--- src/rtl/i2c_delay_timer_pkg.sv ---
// Shared definitions for the programmable I2C delay timer: channel states,
// standard-mode I2C tick counts at 50 MHz and the start-load helper.
package i2c_delay_timer_pkg;

  typedef logic [0:0] state_t;

  localparam state_t ST_IDLE = 1'b0;
  localparam state_t ST_RUN  = 1'b1;

  // 100 kHz standard-mode bus timings expressed in 20 ns clock periods
  localparam int unsigned T_HD_STA = 32'd200;
  localparam int unsigned T_LOW    = 32'd235;
  localparam int unsigned T_HIGH   = 32'd200;
  localparam int unsigned T_SU_STO = 32'd200;
  localparam int unsigned T_BUF    = 32'd235;

  // max(n,1)-1: a zero-length request behaves like a one-cycle delay
  function automatic logic [31:0] load_value(input logic [31:0] n);
    if (n == 32'd0) begin
      return 32'd0;
    end else begin
      return n - 32'd1;
    end
  endfunction

endpackage

--- src/rtl/i2c_delay_timer_ch.sv ---
// Single timer channel: IDLE/RUN FSM around a down-counter that raises a
// registered one-cycle done pulse N clocks after start.
module i2c_delay_timer_ch #(
  parameter int CNT_W = 16
) (
  input  logic             clk,
  input  logic             rst_n,
  input  logic             start,
  input  logic             abort,
  input  logic             periodic,
  input  logic [CNT_W-1:0] ticks,
  output logic             busy,
  output logic             done
);
  import i2c_delay_timer_pkg::*;

  state_t           state_r, state_s;
  logic [CNT_W-1:0] cnt_r, cnt_s;
  logic [CNT_W-1:0] reload_r, reload_s;
  logic             mode_r, mode_s;
  logic             busy_r, busy_s;
  logic             done_r, done_s;
  logic [CNT_W-1:0] load_s;

  // next-state logic: abort beats start, start beats counting
  always_comb begin
    load_s   = CNT_W'(load_value(32'(ticks)));
    state_s  = state_r;
    cnt_s    = cnt_r;
    reload_s = reload_r;
    mode_s   = mode_r;
    busy_s   = busy_r;
    done_s   = 1'b0;
    if (abort) begin
      state_s = ST_IDLE;
      cnt_s   = '0;
      busy_s  = 1'b0;
      done_s  = 1'b0;
    end else begin
      // an expiring run still reports done even if a retrigger lands on it
      if ((state_r == ST_RUN) && (cnt_r == '0)) begin
        done_s = 1'b1;
      end else begin
        done_s = 1'b0;
      end
      if (start) begin
        reload_s = load_s;
        cnt_s    = load_s;
        mode_s   = periodic;
        state_s  = ST_RUN;
        busy_s   = 1'b1;
      end else begin
        case (state_r)
          ST_RUN: begin
            if (cnt_r != '0) begin
              cnt_s = cnt_r - CNT_W'(1'b1);
            end else if (mode_r) begin
              cnt_s = reload_r;
            end else begin
              state_s = ST_IDLE;
              busy_s  = 1'b0;
            end
          end
          ST_IDLE: begin
            state_s = ST_IDLE;
          end
          default: begin
            state_s = ST_IDLE;
            cnt_s   = '0;
            busy_s  = 1'b0;
          end
        endcase
      end
    end
  end

  // channel state registers
  always_ff @(posedge clk or negedge rst_n) begin
    if (!rst_n) begin
      state_r  <= ST_IDLE;
      cnt_r    <= '0;
      reload_r <= '0;
      mode_r   <= 1'b0;
      busy_r   <= 1'b0;
      done_r   <= 1'b0;
    end else begin
      state_r  <= state_s;
      cnt_r    <= cnt_s;
      reload_r <= reload_s;
      mode_r   <= mode_s;
      busy_r   <= busy_s;
      done_r   <= done_s;
    end
  end

  assign busy = busy_r;
  assign done = done_r;

endmodule

--- src/rtl/i2c_delay_timer.sv ---
// Multi-channel runtime-programmable cycle timer used by the I2C bit/byte
// controller for bus timing; channels are independent instances.
module i2c_delay_timer #(
  parameter int CNT_W  = 16,
  parameter int NUM_CH = 4
) (
  input  logic                    CLK,
  input  logic                    rst_n,
  input  logic [NUM_CH-1:0]       start,
  input  logic [NUM_CH-1:0]       abort,
  input  logic [NUM_CH-1:0]       periodic,
  input  logic [NUM_CH*CNT_W-1:0] ticks,
  output logic [NUM_CH-1:0]       busy,
  output logic [NUM_CH-1:0]       done
);
  import i2c_delay_timer_pkg::*;

  for (genvar c = 0; c < NUM_CH; c++) begin : g_ch
    i2c_delay_timer_ch #(
      .CNT_W (CNT_W)
    ) u_ch (
      .clk      (CLK),
      .rst_n    (rst_n),
      .start    (start[c]),
      .abort    (abort[c]),
      .periodic (periodic[c]),
      .ticks    (ticks[c*CNT_W +: CNT_W]),
      .busy     (busy[c]),
      .done     (done[c])
    );
  end

endmodule

--- config.mk ---
export PLATFORM = sky130hd
export DESIGN_NAME = i2c_delay_timer
export DESIGN_NICKNAME = d
export VERILOG_FILES = /design/src/rtl/i2c_delay_timer_pkg.sv /design/src/rtl/i2c_delay_timer_ch.sv /design/src/rtl/i2c_delay_timer.sv
export SDC_FILE = /design/constraint.sdc
export NUM_CORES = 1
export LEC_CHECK = 0
export CAP_MARGIN = 20
export CORE_MARGIN = 1
export CORE_UTILIZATION = 35
export DETAILED_ROUTE_END_ITERATION = 16
export SETUP_SLACK_MARGIN = 0.5
export SLEW_MARGIN = 10
export SYNTH_ARGS = -nofsm -noshare
export SYNTH_HDL_FRONTEND = slang
export SYNTH_HIERARCHICAL = 1
export SYNTH_SLANG_ARGS = --single-unit
--- constraint.sdc ---
create_clock -name CLK -period 2.8 [get_ports CLK]
set_clock_uncertainty 0.1 [all_clocks]
set_input_delay 0.56 -clock CLK [delete_from_list [all_inputs] [get_ports CLK]]
set_output_delay 0.56 -clock CLK [all_outputs]
set_load 0.05 [all_outputs]
==> impl_metrics.csv, run 1 <==
group,metric,value,unit
logic_synthesis,synth-simple-area-share,26.5,%
job,maxCapViolCount,0,
cells_and_area,num-nets-final,1334,
clock_network,holdBufCountCts,0,
timing,worstMarginPinSlew,0.661,ns
power,p_int,4.53,mW
logic_synthesis,synth_most_common_cell,"dfrtp_1",
status,status,"complete, no violations",
logic_synthesis,synth_top_family_by_area,"simple AND/OR/NAND/NOR gates",
detailed_routing,drtAntennaViolNets,0,
cells_and_area,n_antenna_cell,0,
floorplanning,coreArea,26100,um2
power,leakagePower,5.24,nW
worst_setup_path,worstSetupPathType,"in -> reg",
floorplanning,ios,86,
logic_synthesis,netlist.top_cell.by_area,"dfrtp_1",
floorplanning,start_util,35.7,%
cells_and_area,fin_util,47.2,%
worst_setup_path,r2r_cells,6,
placed_design,portBuffers,85,
logic_synthesis,synth_compound_area_share,21.3,%
logic_synthesis,synth_warnings,6,
logic_synthesis,synthTopCellsByArea,"dfrtp_1 39%, nand2_1 5.2%, nor2_1 4.5%",
logic_synthesis,synth_edf_count,0,
detailed_routing,drc,0,
worst_setup_path,cp_slowest_cell,"clkdlybuf4s50_1",
power,p_per_area,537,nW/um2
floorplanning,dieArea,27200,um2
worst_setup_path,slowest_delay,0.43,ns
worst_hold_path,hold_path.class,"in -> async",
logic_synthesis,synth.avg_cell_area,8.64,um2
power,p_clk_share,36.6,%
timing,setup_viol,0,
logic_synthesis,syn_nets,1166,
global_route,grt-ovfl-total,0,
cells_and_area,layout-drive-gt1-share,20.2,%
logic_synthesis,netlist_instances,1076,
clock_network,tritoncts,"done",
clock_network,clock-sinks,144,
detailed_routing,routed_via_density,5.52,
timing,period_share,82.3,%
worst_setup_path,required,2.99,ns
worst_setup_path,critPathCaptureType,"flop",
timing,final-hold-violation-count,0,
clock_network,cts_buffers,17,
logic_synthesis,synth_xor_area_share,6.97,%
clock_network,clk_pin_slew_worst_paths,0.07,ns
detailed_routing,dr.pass1.iters,5,
worst_setup_path,crit_buf_inv,3,
worst_setup_path,cp.arrival,2.49,ns
floorplanning,die_h,165,um
global_route,track_usage,19.6,%
power,power.share.switching,31.3,%
logic_synthesis,synth_cell_types,80,
timing,fin_crit,2.30,ns
floorplanning,fp.dieW,165,um
worst_setup_path,startpoint_type,"input port",
logic_synthesis,synthAdderAreaFrac,1.61,%
power,vdd_drop_max,0.000357,V
logic_synthesis,ys_ff_latch,144,
timing,fmax,434,MHz
worst_setup_path,worstPathCellList,"clkdlybuf4s50_1 -> buf_6 -> nor4_4 -> buf_4 -> nand4_1 -> nor3_2 -> mux2_4 -> nand2_2 -> a31oi_1",
worst_setup_path,crit_family,"simple AND/OR/NAND/NOR gates",
cells_and_area,syn_to_final_growth,32.2,%
placed_design,hpwl,18600,um
power,power_frac_comb,24.0,%
timing,timing.hold.ws,0.0124,ns
power,power_frac_seq,39.5,%
detailed_routing,wl_per_cell,16.6,um
logic_synthesis,synth_seq_area_share,38.7,%
logic_synthesis,async_flop_share,100,%
detailed_routing,wl,26400,um
logic_synthesis,synth_top_area_share,38.7,%
clock_network,cts_buffer_depth,2,
logic_synthesis,syn_area,9300,um2
detailed_routing,first_iter_violations,555,
clock_network,h-tree-depth,4,
global_route,antenna_found_initial,0,
timing,max_slew_margin,56.0,%
logic_synthesis,ys_top_cells_by_count,"144 x dfrtp_1, 128 x nand2_1, 112 x nor2_1",
worst_setup_path,path_max_fanout,3,
detailed_routing,routed-via-count,8782,
floorplanning,rows,59,
timing,slew_viol_final,0,
timing,rsz0062_at_grt,"yes",
clock_network,clock_latency,0.43,ns
global_route,grt_pass1_wl,42200,um
logic_synthesis,synthFlopType,"dfrtp_1",
power,power_switching,2.07,mW
placed_design,gp_congestion,0.865,
clock_network,root_buffer,"clkbuf_16",
logic_synthesis,muxShareOfSynthArea,1.02,%
global_route,grt_max_degree,63,
worst_setup_path,worst-path-stages,9,
global_route,grt_pass1_vias,8294,
==> worst register-to-register path: cells and delay by family (launching register included) <==
family | cells | cell delay, ns
buffers and inverters | 1 | 0.17
DFF | 1 | 0.39
and+or+nand+nor | 3 | 1.23
AOI/OAI and AO/OA | 2 | 0.30
==> cells by family after synthesis <==
logic type	count (synthesis)
flops	144
compound gates	291
buf+inv	81
fa+ha+maj	12
mux	9
simple gates	465
xor+xnor	74
==> placed cells by master, fill, tap and decap left out, types with 9 or more instances in the layout <==
| cell type | Yosys | layout |
|---|---|---|
| a21o_1 | 29 | 29 |
| a21oi_1 | 47 | 46 |
| a31oi_1 | 24 | 24 |
| buf_4 | 0 | 99 |
| clkbuf_16 | 0 | 17 |
| clkdlybuf4s50_1 | 0 | 75 |
| dfrtp_1 | 144 | 141 |
| inv_1 | 34 | 27 |
| nand2_1 | 128 | 126 |
| nand2b_1 | 27 | 27 |
| nand3_1 | 23 | 22 |
| nand4_1 | 10 | 10 |
| nor2_1 | 112 | 108 |
| nor3_1 | 47 | 37 |
| nor3_2 | 5 | 13 |
| nor4_1 | 19 | 13 |
| nor4_4 | 1 | 9 |
| o211ai_1 | 16 | 16 |
| o21ai_0 | 62 | 54 |
| o21ai_1 | 7 | 14 |
| o22a_1 | 25 | 25 |
| o31ai_1 | 14 | 12 |
| or2_2 | 9 | 9 |
| or3_1 | 16 | 15 |
| or4_1 | 13 | 9 |
| xnor2_1 | 39 | 39 |
| xor2_1 | 35 | 35 |
==> final timing paths <==
path	start	endpoint	slack [ns]
worst max-delay path	ticks[20]	g_ch[1].u_ch/cnt_r[15]	0.50
worst min-delay path	rst_n	g_ch[3].u_ch/reload_r[13]	0.01
worst max register to register	g_ch[2].u_ch/cnt_r[8]	g_ch[2].u_ch/cnt_r[0]	0.51
worst min register to register	g_ch[3].u_ch/reload_r[7]	g_ch[3].u_ch/reload_r[7]	0.37
max in group asynchronous	rst_n	g_ch[2].u_ch/cnt_r[6]	1.87
min in group CLK	ticks[16]	g_ch[1].u_ch/reload_r[0]	0.36
==> layout make-up <==
class	count	area [um2]
Clock buffer	19	443
Sequential cell	144	3610
Clock inverter	13	175
Tap cell	335	419
Fill cell	2476	13800
Inverter	34	128
Timing Repair Buffer	196	1790
Multi-Input combinational cell	851	5740
==> per-layer routing <==
layer | part of all wire, % | wire length (um) | up-vias | track usage (%)
li1 | - | - | 4249 | -
met1 | 47 | 12400 | 4294 | 26.6
met2 | 48 | 12500 | 207 | 31.9
met3 | 3.7 | 986 | 32 | 3.21
met4 | 1.9 | 488 | 0 | 5.92
met5 | 0 | 0 | - | 0
==> sequential cells by signal, indices dropped and copies added (netlist names) <==
| name | cells |
|---|---|
| g_ch.u_ch/done | 4 |
| g_ch.u_ch/mode_r | 4 |
| g_ch.u_ch/busy | 4 |
| g_ch.u_ch/state_r | 4 |
| g_ch.u_ch/cnt_r | 64 |
| g_ch.u_ch/reload_r | 64 |
==> per-stage QoR <==
stage / std cells / setup WS (ns) / cell area, um2 / TNS, ns / power (mW)
3_3_place_gp: 1523 / 0.0387 / 10900 / 0 / 3.98
3_5_place_dp: 1523 / -0.000117 / 10900 / -0.000117 / 4.00
4_1_cts: 1581 / 0.468 / 11900 / 0 / 6.54
5_1_grt: 1592 / 0.439 / 12300 / 0 / 6.93
6_report: 1592 / 0.497 / 12300 / 0 / 6.60
2_1_floorplan: 1076 / 0.440 / 9330 / 0 / 3.46
==> power groups by stage <==
stage / clock network, mW / logic, mW / registers (mW)
global route: 2.55 / 1.74 / 2.64
CTS: 2.47 / 1.49 / 2.58
finish: 2.42 / 1.58 / 2.61
global placement: 0 / 1.36 / 2.61
floorplan: 0 / 0.913 / 2.54
detailed placement: 0 / 1.38 / 2.62
==> timing repair <==
| item | in CTS | in global routing |
|---|---|---|
| setup endpoints to repair | 49 | 87 |
| pin swaps | 19 | 22 |
| gates resized for setup | 42 | 69 |
| setup buffers | 25 | 11 |
| gates cloned | 1 | 0 |
No activity file was read; power rests on OpenSTA's default activity.
==> run 2: changes to the inputs <==
clock period = 2 ns   (was 2.8 ns; I/O delays follow)
==> impl_metrics.csv, run 2 (synthesis gave the netlist of run 1 again) <==
group,metric,value,unit
floorplanning,die_h,165,um
worst_setup_path,path_max_fanout,6,
cells_and_area,final_cell_mix,"307 x buf_4, 142 x dfrtp_1, 107 x buf_6",
placed_design,portBuffers,85,
placed_design,gp_congestion,0.912,
detailed_routing,wl_per_cell,17.4,um
power,p_clk_share,31.8,%
timing,worst_slack,-0.344,ns
timing,worstMarginPinSlew,0.508,ns
clock_network,clock-sinks,144,
worst_setup_path,worstSetupPathType,"reg -> reg",
cells_and_area,layout-drive-gt1-share,51.2,%
timing,setup_tns,-9.33,ns
global_route,grt_pass1_vias,10282,
clock_network,tritoncts,"done",
global_route,grt_max_degree,44,
status,violations,"negative setup slack",
worst_setup_path,slowest_delay,0.58,ns
cells_and_area,reg.largest.list,"g_ch.u_ch/cnt_r: 64 flops, g_ch.u_ch/reload_r: 64 flops",
global_route,antenna_found_initial,0,
floorplanning,rows,59,
floorplanning,coreArea,26100,um2
timing,final-hold-violation-count,0,
detailed_routing,dr.pass1.iters,5,
floorplanning,ios,86,
placed_design,placed_area,13200,um2
cells_and_area,final_cell_area,16600,um2
clock_network,h-tree-depth,4,
power,leakagePower,7.46,nW
worst_hold_path,min_path_cells,3,
worst_setup_path,required,2.25,ns
timing,fmax,427,MHz
clock_network,cts_buffer_depth,2,
floorplanning,start_util,35.7,%
detailed_routing,routed_via_density,5.41,
worst_setup_path,worstPathCellList,"or4_4 -> nor4b_4 -> buf_4 -> a41oi_4 -> buf_12 -> buf_16 -> a31oi_2",
worst_hold_path,hold_path.class,"in -> reg",
detailed_routing,drtAntennaViolNets,0,
power,p_total,10.6,mW
worst_setup_path,cp_slowest_cell,"or4_4",
placed_design,numPlacedInstances,1764,
timing,timing.hold.ws,0.153,ns
global_route,track_usage,24.3,%
cells_and_area,syn_to_final_growth,78.0,%
power,power_switching,3.51,mW
job,maxCapViolCount,0,
cells_and_area,fin_cells,1904,
detailed_routing,wl,33200,um
detailed_routing,drc,0,
global_route,grt_pass1_wl,52100,um
clock_network,clk_pin_slew_worst_paths,0.07,ns
timing,period_share,117,%
worst_setup_path,r2r_cells,7,
global_route,grt-ovfl-total,0,
timing,setup_viol,60,
power,p_int,7.07,mW
detailed_routing,first_iter_violations,617,
placed_design,post-place-ws,-0.613,ns
floorplanning,fp.dieW,165,um
timing,slew_viol_final,0,
clock_network,clock_latency,0.44,ns
floorplanning,dieArea,27200,um2
cells_and_area,final_common_cell,"buf_4",
cells_and_area,n_antenna_cell,0,
cells_and_area,num-nets-final,1646,
placed_design,hpwl,21600,um
timing,rsz0062_at_grt,"yes",
power,power_frac_seq,33.6,%
timing,fin_crit,2.34,ns
clock_network,root_buffer,"clkbuf_16",
cells_and_area,fin_util,63.5,%
power,vdd_drop_max,0.000610,V
power,power_frac_comb,34.6,%
detailed_routing,routed-via-count,10309,
power,p_per_area,639,nW/um2
power,power.share.switching,33.2,%
worst_setup_path,cp.arrival,2.59,ns
worst_setup_path,critPathCaptureType,"flop",
timing,max_slew_margin,65.8,%
status,status,"finished, violations left",
worst_setup_path,startpoint_type,"flop",
clock_network,cts_buffers,17,
run 2: repair_timing:
item / CTS / global route
gates resized for setup: 441 / 161
hold buffers: 1 / 0
setup buffers: 62 / 31
gates cloned: 13 / 1
endpoints found under the setup margin: 148 / 135
pin swaps: 147 / 100
endpoints found under the hold margin: 36 / 0
run 2: cell type report:
cell class              count  area (um2)
fillers                  2052        9510
multi-input cells         854        7110
repair buffers            505        4660
flip-flops and latches    144        3610
clock buffers              18         439
well taps                 335         419
clock inverters            14         171
inverters                  34         148
run 2: power by group through the flow:
stage	logic, mW	clock network, mW	registers (mW)
final	3.66	3.36	3.56
after global routing	3.94	3.53	3.60
after CTS	3.37	3.42	3.54
after detailed placement	2.78	0	3.57
after global placement	2.74	0	3.56
after floorplan	1.38	0	3.58
run 2: worst paths after layout:
| check | startpoint | end | slack, ns |
|---|---|---|---|
| max | g_ch[2].u_ch/cnt_r[7] | g_ch[2].u_ch/cnt_r[6] | -0.34 |
| min | abort[2] | g_ch[2].u_ch/done | 0.15 |
| max reg2reg | g_ch[2].u_ch/cnt_r[7] | g_ch[2].u_ch/cnt_r[6] | -0.34 |
| min reg2reg | g_ch[3].u_ch/reload_r[3] | g_ch[3].u_ch/reload_r[3] | 0.37 |
| max in group asynchronous | rst_n | g_ch[1].u_ch/reload_r[10] | 0.87 |
| min in group asynchronous | rst_n | g_ch[0].u_ch/state_r | 0.36 |
run 2: metal layers:
metal / vias up / routed length [um] / track usage [%]
met5: - / 0 / 0
met4: 0 / 952 / 9.22
met3: 74 / 1220 / 2.91
met2: 292 / 16700 / 41.5
met1: 5045 / 14200 / 31.2
li1: 4898 / - / -
run 2: critical path: cells and delay by family (launching register included):
kind                   cells  cell delay, ns
and+or+nand+nor            2            0.85
DFF                        1            0.39
AOI/OAI and AO/OA          2            0.38
buffers and inverters      3            0.52
